<file path="src/rtl/ps2_pkg.sv">
// ps2_pkg: shared PS/2 frame states, mouse byte-0 layout and packet decode
package ps2_pkg;
  localparam int PS2_FRAME_BITS = 11;
  localparam int B0_L  = 0;
  localparam int B0_R  = 1;
  localparam int B0_AL = 3;
  localparam int B0_XS = 4;
  localparam int B0_YS = 5;
  localparam int B0_XO = 6;
  localparam int B0_YO = 7;
  typedef enum logic [1:0] {ST_IDLE, ST_DATA, ST_PARITY, ST_STOP} frame_state_t;
  typedef struct packed {
    logic [1:0] buttons;
    logic [8:0] dx;
    logic [8:0] dy;
    logic [1:0] ovf;
  } mouse_packet_t;
  function automatic mouse_packet_t decode(input logic [7:0] b0, input logic [7:0] b1, input logic [7:0] b2);
    decode.buttons = {b0[B0_R], b0[B0_L]};
    decode.dx      = {b0[B0_XS], b1};
    decode.dy      = {b0[B0_YS], b2};
    decode.ovf     = {b0[B0_YO], b0[B0_XO]};
  endfunction
endpackage

</file>
<file path="src/rtl/ps2_mouse_rx_if.sv">
// ps2_mouse_rx_if: cursor/button/event bundle from the mouse receiver to game logic
interface ps2_mouse_rx_if #(parameter int XW = 10, parameter int YW = 9);
  logic [XW-1:0] cursor_x_o;
  logic [YW-1:0] cursor_y_o;
  logic          left_btn_o;
  logic          right_btn_o;
  logic          packet_valid_o;
  logic          frame_err_o;
  modport master(output cursor_x_o, cursor_y_o, left_btn_o, right_btn_o, packet_valid_o, frame_err_o);
  modport slave(input cursor_x_o, cursor_y_o, left_btn_o, right_btn_o, packet_valid_o, frame_err_o);
endinterface

</file>
<file path="src/rtl/ps2_frame_rx.sv">
// ps2_frame_rx: synchronise and filter PS/2 lines, receive 11-bit frames, time out stalls
module ps2_frame_rx
  import ps2_pkg::*;
#(
  parameter int FILTER_LEN     = 8,
  parameter int TIMEOUT_CYCLES = 200000
) (
  input  logic       clk_i,
  input  logic       reset_i,
  input  logic       ps2_clk_i,
  input  logic       ps2_data_i,
  input  logic       run_i,
  output logic [7:0] byte_o,
  output logic       byte_valid_o,
  output logic       err_o,
  output logic       busy_o,
  output logic       timeout_o
);
  localparam int FW = $clog2(FILTER_LEN);
  localparam int TW = $clog2(TIMEOUT_CYCLES);
  logic [1:0]    clk_sync_q, dat_sync_q;
  logic          filt_q;
  logic [FW-1:0] fcnt_q;
  frame_state_t  state_q;
  logic [2:0]    bit_q;
  logic [7:0]    sh_q;
  logic          par_q, bv_q, err_q, tmo_q;
  logic [TW-1:0] tcnt_q;
  logic          clk_s, dat_s, fall, tmo;
  assign clk_s = clk_sync_q[1];
  assign dat_s = dat_sync_q[1];
  // the edge is taken in the very cycle the filter accepts the low level
  assign fall = filt_q & ~clk_s & (fcnt_q == FW'(FILTER_LEN - 1));
  assign tmo  = run_i & ~fall & (tcnt_q == TW'(TIMEOUT_CYCLES - 1));
  assign byte_o       = sh_q;
  assign byte_valid_o = bv_q;
  assign err_o        = err_q;
  assign timeout_o    = tmo_q;
  assign busy_o       = state_q != ST_IDLE;
  always_ff @(posedge clk_i) begin
    if (reset_i) begin
      clk_sync_q <= 2'b11;
      dat_sync_q <= 2'b11;
      filt_q     <= 1'b1;
      fcnt_q     <= '0;
      state_q    <= ST_IDLE;
      bit_q      <= '0;
      sh_q       <= '0;
      par_q      <= 1'b0;
      bv_q       <= 1'b0;
      err_q      <= 1'b0;
      tmo_q      <= 1'b0;
      tcnt_q     <= '0;
    end else begin
      clk_sync_q <= {clk_sync_q[0], ps2_clk_i};
      dat_sync_q <= {dat_sync_q[0], ps2_data_i};
      if (clk_s == filt_q) fcnt_q <= '0;
      else if (fcnt_q == FW'(FILTER_LEN - 1)) begin
        filt_q <= clk_s;
        fcnt_q <= '0;
      end else fcnt_q <= fcnt_q + 1'b1;
      bv_q   <= 1'b0;
      err_q  <= 1'b0;
      tmo_q  <= 1'b0;
      tcnt_q <= (fall || !run_i || tmo) ? '0 : tcnt_q + 1'b1;
      if (tmo) begin
        state_q <= ST_IDLE;
        tmo_q   <= 1'b1;
        err_q   <= state_q != ST_IDLE;
      end else if (fall) begin
        case (state_q)
          ST_IDLE: if (!dat_s) begin
            state_q <= ST_DATA;
            bit_q   <= '0;
            par_q   <= 1'b0;
          end
          ST_DATA: begin
            sh_q    <= {dat_s, sh_q[7:1]};
            par_q   <= par_q ^ dat_s;
            bit_q   <= bit_q + 1'b1;
            state_q <= (bit_q == 3'd7) ? ST_PARITY : ST_DATA;
          end
          ST_PARITY: begin
            par_q   <= par_q ^ dat_s;
            state_q <= ST_STOP;
          end
          ST_STOP: begin
            state_q <= ST_IDLE;
            bv_q    <= dat_s & par_q;
            err_q   <= ~(dat_s & par_q);
          end
          default: state_q <= ST_IDLE;
        endcase
      end
    end
  end
endmodule

</file>
<file path="src/rtl/ps2_mouse_rx.sv">
// ps2_mouse_rx: assemble 3-byte PS/2 mouse packets into a clamped absolute cursor and buttons
module ps2_mouse_rx
  import ps2_pkg::*;
#(
  parameter int ACTIVE_COLUMNS = 640,
  parameter int ACTIVE_ROWS    = 480,
  parameter int FILTER_LEN     = 8,
  parameter int TIMEOUT_CYCLES = 200000
) (
  input  logic clk_i,
  input  logic reset_i,
  input  logic ps2_clk_i,
  input  logic ps2_data_i,
  ps2_mouse_rx_if.master mif
);
  localparam int XW = $clog2(ACTIVE_COLUMNS);
  localparam int YW = $clog2(ACTIVE_ROWS);
  logic [7:0]          rx_byte;
  logic                rx_bv, rx_err, rx_busy, rx_tmo;
  logic [1:0]          idx_q;
  logic [7:0]          b0_q, b1_q;
  logic [XW-1:0]       x_q, xc;
  logic [YW-1:0]       y_q, yc;
  logic                l_q, r_q, pv_q;
  logic signed [XW+1:0] sx;
  logic signed [YW+1:0] sy;
  mouse_packet_t       pkt;
  ps2_frame_rx #(.FILTER_LEN(FILTER_LEN), .TIMEOUT_CYCLES(TIMEOUT_CYCLES)) u_frame (
    .clk_i       (clk_i),
    .reset_i     (reset_i),
    .ps2_clk_i   (ps2_clk_i),
    .ps2_data_i  (ps2_data_i),
    .run_i       (rx_busy || idx_q != 2'd0),
    .byte_o      (rx_byte),
    .byte_valid_o(rx_bv),
    .err_o       (rx_err),
    .busy_o      (rx_busy),
    .timeout_o   (rx_tmo)
  );
  assign pkt = decode(b0_q, b1_q, rx_byte);
  assign sx  = $signed({2'b00, x_q}) + $signed({{(XW - 7){pkt.dx[8]}}, pkt.dx});
  assign sy  = $signed({2'b00, y_q}) - $signed({{(YW - 7){pkt.dy[8]}}, pkt.dy});
  assign xc  = sx[XW+1] ? '0 : (sx > $signed((XW + 2)'(ACTIVE_COLUMNS - 1))) ? XW'(ACTIVE_COLUMNS - 1) : sx[XW-1:0];
  assign yc  = sy[YW+1] ? '0 : (sy > $signed((YW + 2)'(ACTIVE_ROWS - 1))) ? YW'(ACTIVE_ROWS - 1) : sy[YW-1:0];
  assign mif.cursor_x_o     = x_q;
  assign mif.cursor_y_o     = y_q;
  assign mif.left_btn_o     = l_q;
  assign mif.right_btn_o    = r_q;
  assign mif.packet_valid_o = pv_q;
  assign mif.frame_err_o    = rx_err;
  always_ff @(posedge clk_i) begin
    if (reset_i) begin
      idx_q <= '0;
      b0_q  <= '0;
      b1_q  <= '0;
      x_q   <= XW'(ACTIVE_COLUMNS / 2);
      y_q   <= YW'(ACTIVE_ROWS / 2);
      l_q   <= 1'b0;
      r_q   <= 1'b0;
      pv_q  <= 1'b0;
    end else begin
      pv_q <= 1'b0;
      if (rx_err || rx_tmo) idx_q <= '0;
      else if (rx_bv) begin
        case (idx_q)
          2'd0: if (rx_byte[B0_AL]) begin
            b0_q  <= rx_byte;
            idx_q <= 2'd1;
          end
          2'd1: begin
            b1_q  <= rx_byte;
            idx_q <= 2'd2;
          end
          2'd2: begin
            idx_q <= '0;
            pv_q  <= 1'b1;
            l_q   <= pkt.buttons[0];
            r_q   <= pkt.buttons[1];
            if (!pkt.ovf[0]) x_q <= xc;
            if (!pkt.ovf[1]) y_q <= yc;
          end
          default: idx_q <= '0;
        endcase
      end
    end
  end
endmodule
</file>
<file path="src/flat_wrapper.sv">
// flat-port wrapper written by rule: the top's interface ports become plain ports
module ps2_mouse_rx_flat import ps2_pkg::*;
#(
  parameter int ACTIVE_COLUMNS = 640,
  parameter int ACTIVE_ROWS    = 480,
  parameter int FILTER_LEN     = 8,
  parameter int TIMEOUT_CYCLES = 200000
)
  (clk_i, reset_i, ps2_clk_i, ps2_data_i, mif_cursor_x_o, mif_cursor_y_o, mif_left_btn_o, mif_right_btn_o, mif_packet_valid_o, mif_frame_err_o);
  ps2_mouse_rx_if mif_i ();
  input  logic clk_i;
  input  logic reset_i;
  input  logic ps2_clk_i;
  input  logic ps2_data_i;
  output wire logic [$bits(mif_i.cursor_x_o)-1:0] mif_cursor_x_o;
  output wire logic [$bits(mif_i.cursor_y_o)-1:0] mif_cursor_y_o;
  output wire logic [$bits(mif_i.left_btn_o)-1:0] mif_left_btn_o;
  output wire logic [$bits(mif_i.right_btn_o)-1:0] mif_right_btn_o;
  output wire logic [$bits(mif_i.packet_valid_o)-1:0] mif_packet_valid_o;
  output wire logic [$bits(mif_i.frame_err_o)-1:0] mif_frame_err_o;
  assign mif_cursor_x_o = mif_i.cursor_x_o;
  assign mif_cursor_y_o = mif_i.cursor_y_o;
  assign mif_left_btn_o = mif_i.left_btn_o;
  assign mif_right_btn_o = mif_i.right_btn_o;
  assign mif_packet_valid_o = mif_i.packet_valid_o;
  assign mif_frame_err_o = mif_i.frame_err_o;
  ps2_mouse_rx #(.ACTIVE_COLUMNS(ACTIVE_COLUMNS), .ACTIVE_ROWS(ACTIVE_ROWS), .FILTER_LEN(FILTER_LEN), .TIMEOUT_CYCLES(TIMEOUT_CYCLES)) u_core (.clk_i(clk_i), .reset_i(reset_i), .ps2_clk_i(ps2_clk_i), .ps2_data_i(ps2_data_i), .mif(mif_i));
endmodule
</file>
<file path="config.mk">
export PLATFORM = sky130hd
export DESIGN_NAME = ps2_mouse_rx_flat
export DESIGN_NICKNAME = d
export VERILOG_FILES = /design/src/rtl/ps2_pkg.sv /design/src/rtl/ps2_mouse_rx_if.sv /design/src/rtl/ps2_frame_rx.sv /design/src/rtl/ps2_mouse_rx.sv /design/src/flat_wrapper.sv
export SDC_FILE = /design/constraint.sdc
export NUM_CORES = 1
export LEC_CHECK = 0
export CAP_MARGIN = 20
export CORE_MARGIN = 2
export CORE_UTILIZATION = 47
export CTS_CLUSTER_SIZE = 20
export DETAILED_ROUTE_END_ITERATION = 8
export GPL_TIMING_DRIVEN = 0
export PLACE_DENSITY = 0.66
export SETUP_SLACK_MARGIN = 0.4
export SLEW_MARGIN = 10
export SYNTH_ARGS = -nofsm -noshare
export SYNTH_HDL_FRONTEND = slang
export SYNTH_SLANG_ARGS = --single-unit
</file>
<file path="constraint.sdc">
create_clock -name clk_i -period 3.8 [get_ports clk_i]
set_input_delay 0.76 -clock clk_i [delete_from_list [all_inputs] [get_ports clk_i]]
set_output_delay 0.76 -clock clk_i [all_outputs]
set_load 0.02 [all_outputs]
</file>
Word level (Yosys, flattened, before mapping)
Cells that the tools add are included.
- add/sub/neg operators: 5
- order comparisons: 2
- eq/ne operators: 11
- multiplexer cells: 18
- bitwise logic cells: 16
- reductions and logical operators: 29
- operator list (cell ; number):
    10-bit 2-to-1 mux ; 2
    4-bit AND reduction ; 5
    18-bit by 1-bit adder with 18-bit output (second input constant) ; 1
    18-bit equality test (second input constant) ; 1
    9-bit 2-to-1 mux ; 2
    11-bit by 9-bit adder with 12-bit output ; 1
    12-bit by 11-bit > comparator with 1-bit output (second input constant) ; 1
    11-bit by 10-bit > comparator with 1-bit output (second input constant) ; 1
    10-bit by 9-bit subtractor with 11-bit output ; 1
    1-bit inverter ; 10
    3-bit AND reduction ; 3
    2-bit case mux with 4 select lines ; 1
    2-bit nonzero test ; 4
    2-bit OR reduction ; 4
    3-bit by 1-bit adder with 3-bit output (second input constant) ; 2
    2-bit equality test (second input constant) ; 3
    3-bit equality test (second input constant) ; 2
    1-bit 2-to-1 mux ; 6
    2-bit 2-to-1 mux ; 3
    3-bit case mux with 2 select lines ; 1
    2-bit AND reduction ; 3
    3-bit OR reduction ; 2
    1-bit bitwise AND ; 5
    2-bit by 1-bit equality test with 1-bit output (second input constant) ; 2
    other kinds (10) ; 15
- flip-flop bits (word level): 83
- output and inout port bits: 23

Logic depth before layout (Yosys ltp)
- word-level depth: 8
- mapped depth: 12
- gate-level depth less buffers: 11

By module
From an unflattened synthesis, not the netlist that was laid out.
- cells, all modules: 485
- area total of the unflattened synthesis: 4426.7 um^2
- modules (own cells, without submodules) (module ; instances ; cells each ; area an instance (um^2) ; sequential area each (um^2)):
    ps2_mouse_rx ; 1 ; 289 ; 2544.9 ; 760.7
    ps2_frame_rx ; 1 ; 196 ; 1881.8 ; 860.8

Least setup slack after synthesis
No wires, ideal clock.
- path kind: register to register
- start point: reg u_core.x_q[0] (netlist: u_core.mif.cursor_x_o[0])
- end point: reg u_core.x_q[0] (netlist: u_core.mif.cursor_x_o[0])
- library setup time: 0.122 ns
- arrival: 2.604 ns
- data required time: 3.678 ns
- setup slack: 1.074 ns
- cell stages (with the launch flop): 11
- buffers on the path: 0
- cell sequence: dfxtp_1 ha_1 inv_1 fa_1 nand2b_1 a211oi_1 o22ai_1 a2111oi_4 o32a_2 nor3_4 a221o_1
- longest elaborated chain between the ends: 4
- ends and longest elaborated chain (what ; RTL line ; source):
    from (decl) ; ps2_mouse_rx.sv:22 ; logic [XW-1:0] x_q, xc;
    from (signal assigned) ; ps2_mouse_rx.sv:56 ; x_q <= XW'(ACTIVE_COLUMNS / 2);
    11-bit by 9-bit adder with 12-bit output (*) ; ps2_mouse_rx.sv:41 ; assign sx = $signed({2'b00, x_q}) + $signed({{(XW - 7){pkt.dx[8]}}, pkt.dx});
    12-bit by 11-bit > comparator with 1-bit output ; ps2_mouse_rx.sv:43 ; assign xc = sx[XW+1] ? '0 : (sx > $signed((XW + 2)'(ACTIVE_COLUMNS - 1))) ? XW'(ACTIVE_COLUMNS - 1) : sx[XW-1: ...
    10-bit 2-to-1 mux ; ps2_mouse_rx.sv:43 ;
    10-bit 2-to-1 mux (*) ; ps2_mouse_rx.sv:43 ;
Every way passes the cells marked *; elsewhere a longest branch is shown, timed or not.
A chain may end at the register's enable or synchronous reset.

Worst setup path in the final report
- start point: reg u_core.x_q[0] (netlist: u_core.mif.cursor_x_o[0])
- end point: reg u_core.x_q[2] (netlist: u_core.mif.cursor_x_o[2])
The elaborated chain is that of the path after synthesis.

==> summary.md <==
| Metric | Value |
|---|---|
| N_diodes | 0 |
| Dpl hpwl | 6802 um |
| CTS Root Cell | clkbuf_8 |
| Syn-to-layout area delta | 14.62% |
| Synth Warn # | 0 |
| Number of post-CTS setup repair buffers | 0 |
| Top delay family on crit path | compound AO/OA/AOI/OAI gates |
| Hold Buf Count CTS | 0 |
| Pwr dens | 325.9 nW/um2 |
| WL final | 9133 um |
| Final Max Tran Viols | 0 |
| Min-Delay Endpoint | u_core.u_frame.clk_sync_q[1] |
| Largest net degree at the start of global routing | 15 |
| Clk Latency, worst-skew pair | 0.35 ns |
| Reg clk slew, reported paths | 0.09 ns |
| Global router's overall resource usage | 0.1923 |
| Number of global-route vias before repair | 3415 |
| Post-Syn Area per Cell | 8.714 um2 |
| Buf/Inv on CP | 1 |
| WP data required | 4.05 ns |
| Status | complete, no violations |
| Post-Synthesis Cells | 504 |
| Max H-tree Level | 3 |
| WHS | 0.4131 ns |
| Core area | 9153 um2 |
| Worst hold start | u_core.u_frame.clk_sync_q[0] |
| Initial Utilization | 0.4798 |
| Max-cap viol count | 0 |
| Launch point of the worst reg-to-reg path | u_core.mif.cursor_x_o[0] |
| CP cell instances | ha_1 > inv_1 > fa_1 > nand2b_1 > a21oi_2 > o41ai_1 > a2111oi_1 > o32a_2 > nor3_4 > a221o_1 |
| Commonest non-fill, non-tap cells in the layout | dfxtp_1, nor2_1, a21oi_1 |
| Die Span Y | 100.7 um |
| Period minus WS final | 2.981 ns |
| Vias after detailed routing | 3580 |
| Asr flop ratio synth | 0 |
| PostCTS Resize Cnt | 0 |
| Residual DRC | 0 |
| Number of I/O pins | 27 |
| Mapped Nets | 542 |
| Pre-antenna DRT Iters | 4 |
| CP Launch Type | flop |
| Synth Flop Type | dfxtp_1 |
| Clk buf depth | 2 |
| Setup TNS | 0 ns |
| Slowest cell on crit path | a2111oi_1 |
| Final nets | 579 |
| Worst-path maximum fanout | 5 |
| Sequential area share after synthesis | 0.3692 |
| Fin. Hold Viols | 0 |
| #FFs+latches synth | 81 |
| Final cycle utilization of the critical path | 0.7845 |
| Die area | 10130 um2 |
| Fillers | 836 |
| Post-synth EDFFs | 0 |
| Crit path depth | 10 |
| Slew @ Worst Pin | 0.8520 ns |
| GPL Wtd Cong | 0.8444 |
| Synth top area share | 0.3692 |
| Slowest stage delay, CP | 0.59 ns |
| ANT nets after route | 0 |
| Gr ovfl total | 0 |
| DR iter-0 viols | 134 |
| CTS tree | built |
| Total CTS buffers | 9 |
| Die width | 100.7 um |
| I/O Buffers | 26 |
| Total leakage power | 0.001780 uW |
| Cell taking the most area after synthesis | dfxtp_1 |
| CP Capture Type | flop |
| RSZ-0062 raised after global routing | false |
| Initial antenna violation count | 0 |
| Synth Cell Area | 4392 um2 |
| Slew HR | 0.4289 |
| Synth unique cells | 68 |
| Worst clock skew | 0.004791 ns |
| R2r endpoint | u_core.mif.cursor_x_o[2] |
| Global-route wire length before repair | 15670 um |
| Hold Path Depth | 1 |
| Reg2Reg Setup Slack | 0.82 ns |
| Final setup vio count | 0 |
| Proportion of layout cells with a drive suffix above 1 | 0.08242 |
| Top post-synthesis cells by area | dfxtp_1, ha_1, nor2_1, a21oi_1, xnor2_1 |
| R2R cell count | 10 |
| Setup Crit Path Kind | reg -> reg |
| Commonest non-fill, non-tap cell in the layout | dfxtp_1 |
| Vias/cell | 5.449 |
| Critical path data arrival time | 3.23 ns |
| FP Rows | 35 |
| Peak VDD IR | 0.0002062 V |
| WL per Instance | 13.90 um |
| Max Freq | 335.4 MHz |
| Hold crit path type | reg -> reg |
| Clock sinks | 81 |
[final cells by class]
| type | instances | area (um2) | share of cell area |
|---|---|---|---|
| multi-input combinational | 377 | 2592 | 0.5150 |
| sequential | 81 | 1622 | 0.3221 |
| timing repair buffer | 26 | 260.3 | 0.05170 |
| tap | 111 | 138.9 | 0.02759 |
| clock buffer | 9 | 123.9 | 0.02461 |
| clock inverter | 7 | 118.9 | 0.02361 |
| inverter | 30 | 112.6 | 0.02237 |
| buffer | 16 | 65.06 | 0.01293 |
[state kept, by name, indices dropped and copies added (netlist names), named ones only]
register                     cells
u_core.u_frame.clk_sync_q        2
u_core.b1_q                      8
u_core.u_frame.state_q           1
u_core.b0_q                      6
u_core.mif.cursor_y_o            9
u_core.mif.packet_valid_o        1
u_core.mif.left_btn_o            1
u_core.u_frame.byte_valid_o      1
u_core.u_frame.par_q             1
u_core.u_frame.byte_o            8
u_core.u_frame.timeout_o         1
u_core.mif.right_btn_o           1
u_core.idx_q                     2
u_core.mif.cursor_x_o           10
u_core.u_frame.fcnt_q            3
u_core.u_frame.tcnt_q           18
u_core.u_frame.filt_q            1
u_core.u_frame.dat_sync_q        2
u_core.u_frame.bit_q             3
u_core.u_frame.err_o             1
[layer usage]
metal | GRT usage | part of all wire | up-vias
met5 | 0 | 0 | -
met4 | 0.06849 | 0.012 | 0
met3 | 0.03329 | 0.033 | 12
met2 | 0.3128 | 0.46 | 55
met1 | 0.2569 | 0.49 | 1666
li1 | - | - | 1847
[where the power goes]
group	leakage, uW	internal, uW	switching (uW)	total (uW)
Sequential	0.000653	850	0.807	851
Combinational	0.00101	6.92	15.9	22.8
Clock	0.000115	436	330	767
Total	0.00178	1290	347	1640
[logic make-up after synthesis]
family,count (synthesis),share of synthesized area
AND/OR/NAND/NOR,181,0.2000
buffers and inverters,46,0.04046
XOR/XNOR,32,0.06382
AO/OA/AOI/OAI,117,0.1963
multiplexers,13,0.02992
flip-flops,81,0.3692
adder cells (fa/ha/maj),34,0.1003
[how the worst max path moves through the flow]
| stage | start | end | slack (ns) |
|---|---|---|---|
| 2_1_floorplan | u_core.mif.cursor_x_o[0] | u_core.mif.cursor_x_o[0] | 1.07 |
| 3_3_place_gp | u_core.b1_q[0] | u_core.mif.cursor_x_o[0] | 0.89 |
| 3_5_place_dp | u_core.b1_q[0] | u_core.mif.cursor_x_o[3] | 0.87 |
| 4_1_cts | u_core.mif.cursor_x_o[0] | u_core.mif.cursor_x_o[0] | 0.84 |
| 5_1_grt | u_core.mif.cursor_x_o[0] | u_core.mif.cursor_x_o[3] | 0.61 |
| 6_report | u_core.mif.cursor_x_o[0] | u_core.mif.cursor_x_o[2] | 0.82 |
[metrics by stage]
step | setup slack (ns) | cells | utilization | area (um2) | power, uW
2_1_floorplan | 1.074 | 504 | - | 4392 | 883.9
3_3_place_gp | 0.8892 | 641 | 0.5234 | 4791 | 894.1
3_5_place_dp | 0.8701 | 641 | 0.5234 | 4791 | 894.3
4_1_cts | 0.8376 | 657 | 0.5500 | 5034 | 1658
5_1_grt | 0.6074 | 657 | 0.5500 | 5034 | 1696
6_report | 0.8188 | 657 | 0.5500 | 5034 | 1640
[cells in the mapped netlist (3+ instances only)]
| cell | count |
|---|---|
| a21o_1 | 6 |
| a31oi_1 | 3 |
| xnor2_1 | 20 |
| a21oi_1 | 37 |
| clkbuf_1 | 11 |
| nand4_1 | 3 |
| nor4_1 | 6 |
| nand2b_1 | 8 |
| nor2b_1 | 4 |
| a221o_1 | 6 |
| or2_2 | 4 |
| nor2_1 | 80 |
| xor2_1 | 12 |
| o21ai_1 | 4 |
| o21ai_0 | 12 |
| mux2i_1 | 12 |
| nand3_1 | 11 |
| dfxtp_1 | 81 |
| o211ai_1 | 7 |
| nand2_1 | 32 |
| and2_1 | 4 |
| ha_1 | 32 |
| nor3_1 | 11 |
| inv_1 | 30 |
| and3_1 | 4 |
| buf_2 | 4 |
| a211oi_1 | 5 |
[worst reg2reg max path, cell delays in order (launching register included)]
cell and delay (ns):
dfxtp_1 0.36, ha_1 0.25, inv_1 0.07, fa_1 0.40
nand2b_1 0.23, a21oi_2 0.21, o41ai_1 0.11, a2111oi_1 0.59
o32a_2 0.31, nor3_4 0.07, a221o_1 0.27
No activity file was read; power rests on OpenSTA's default activity.
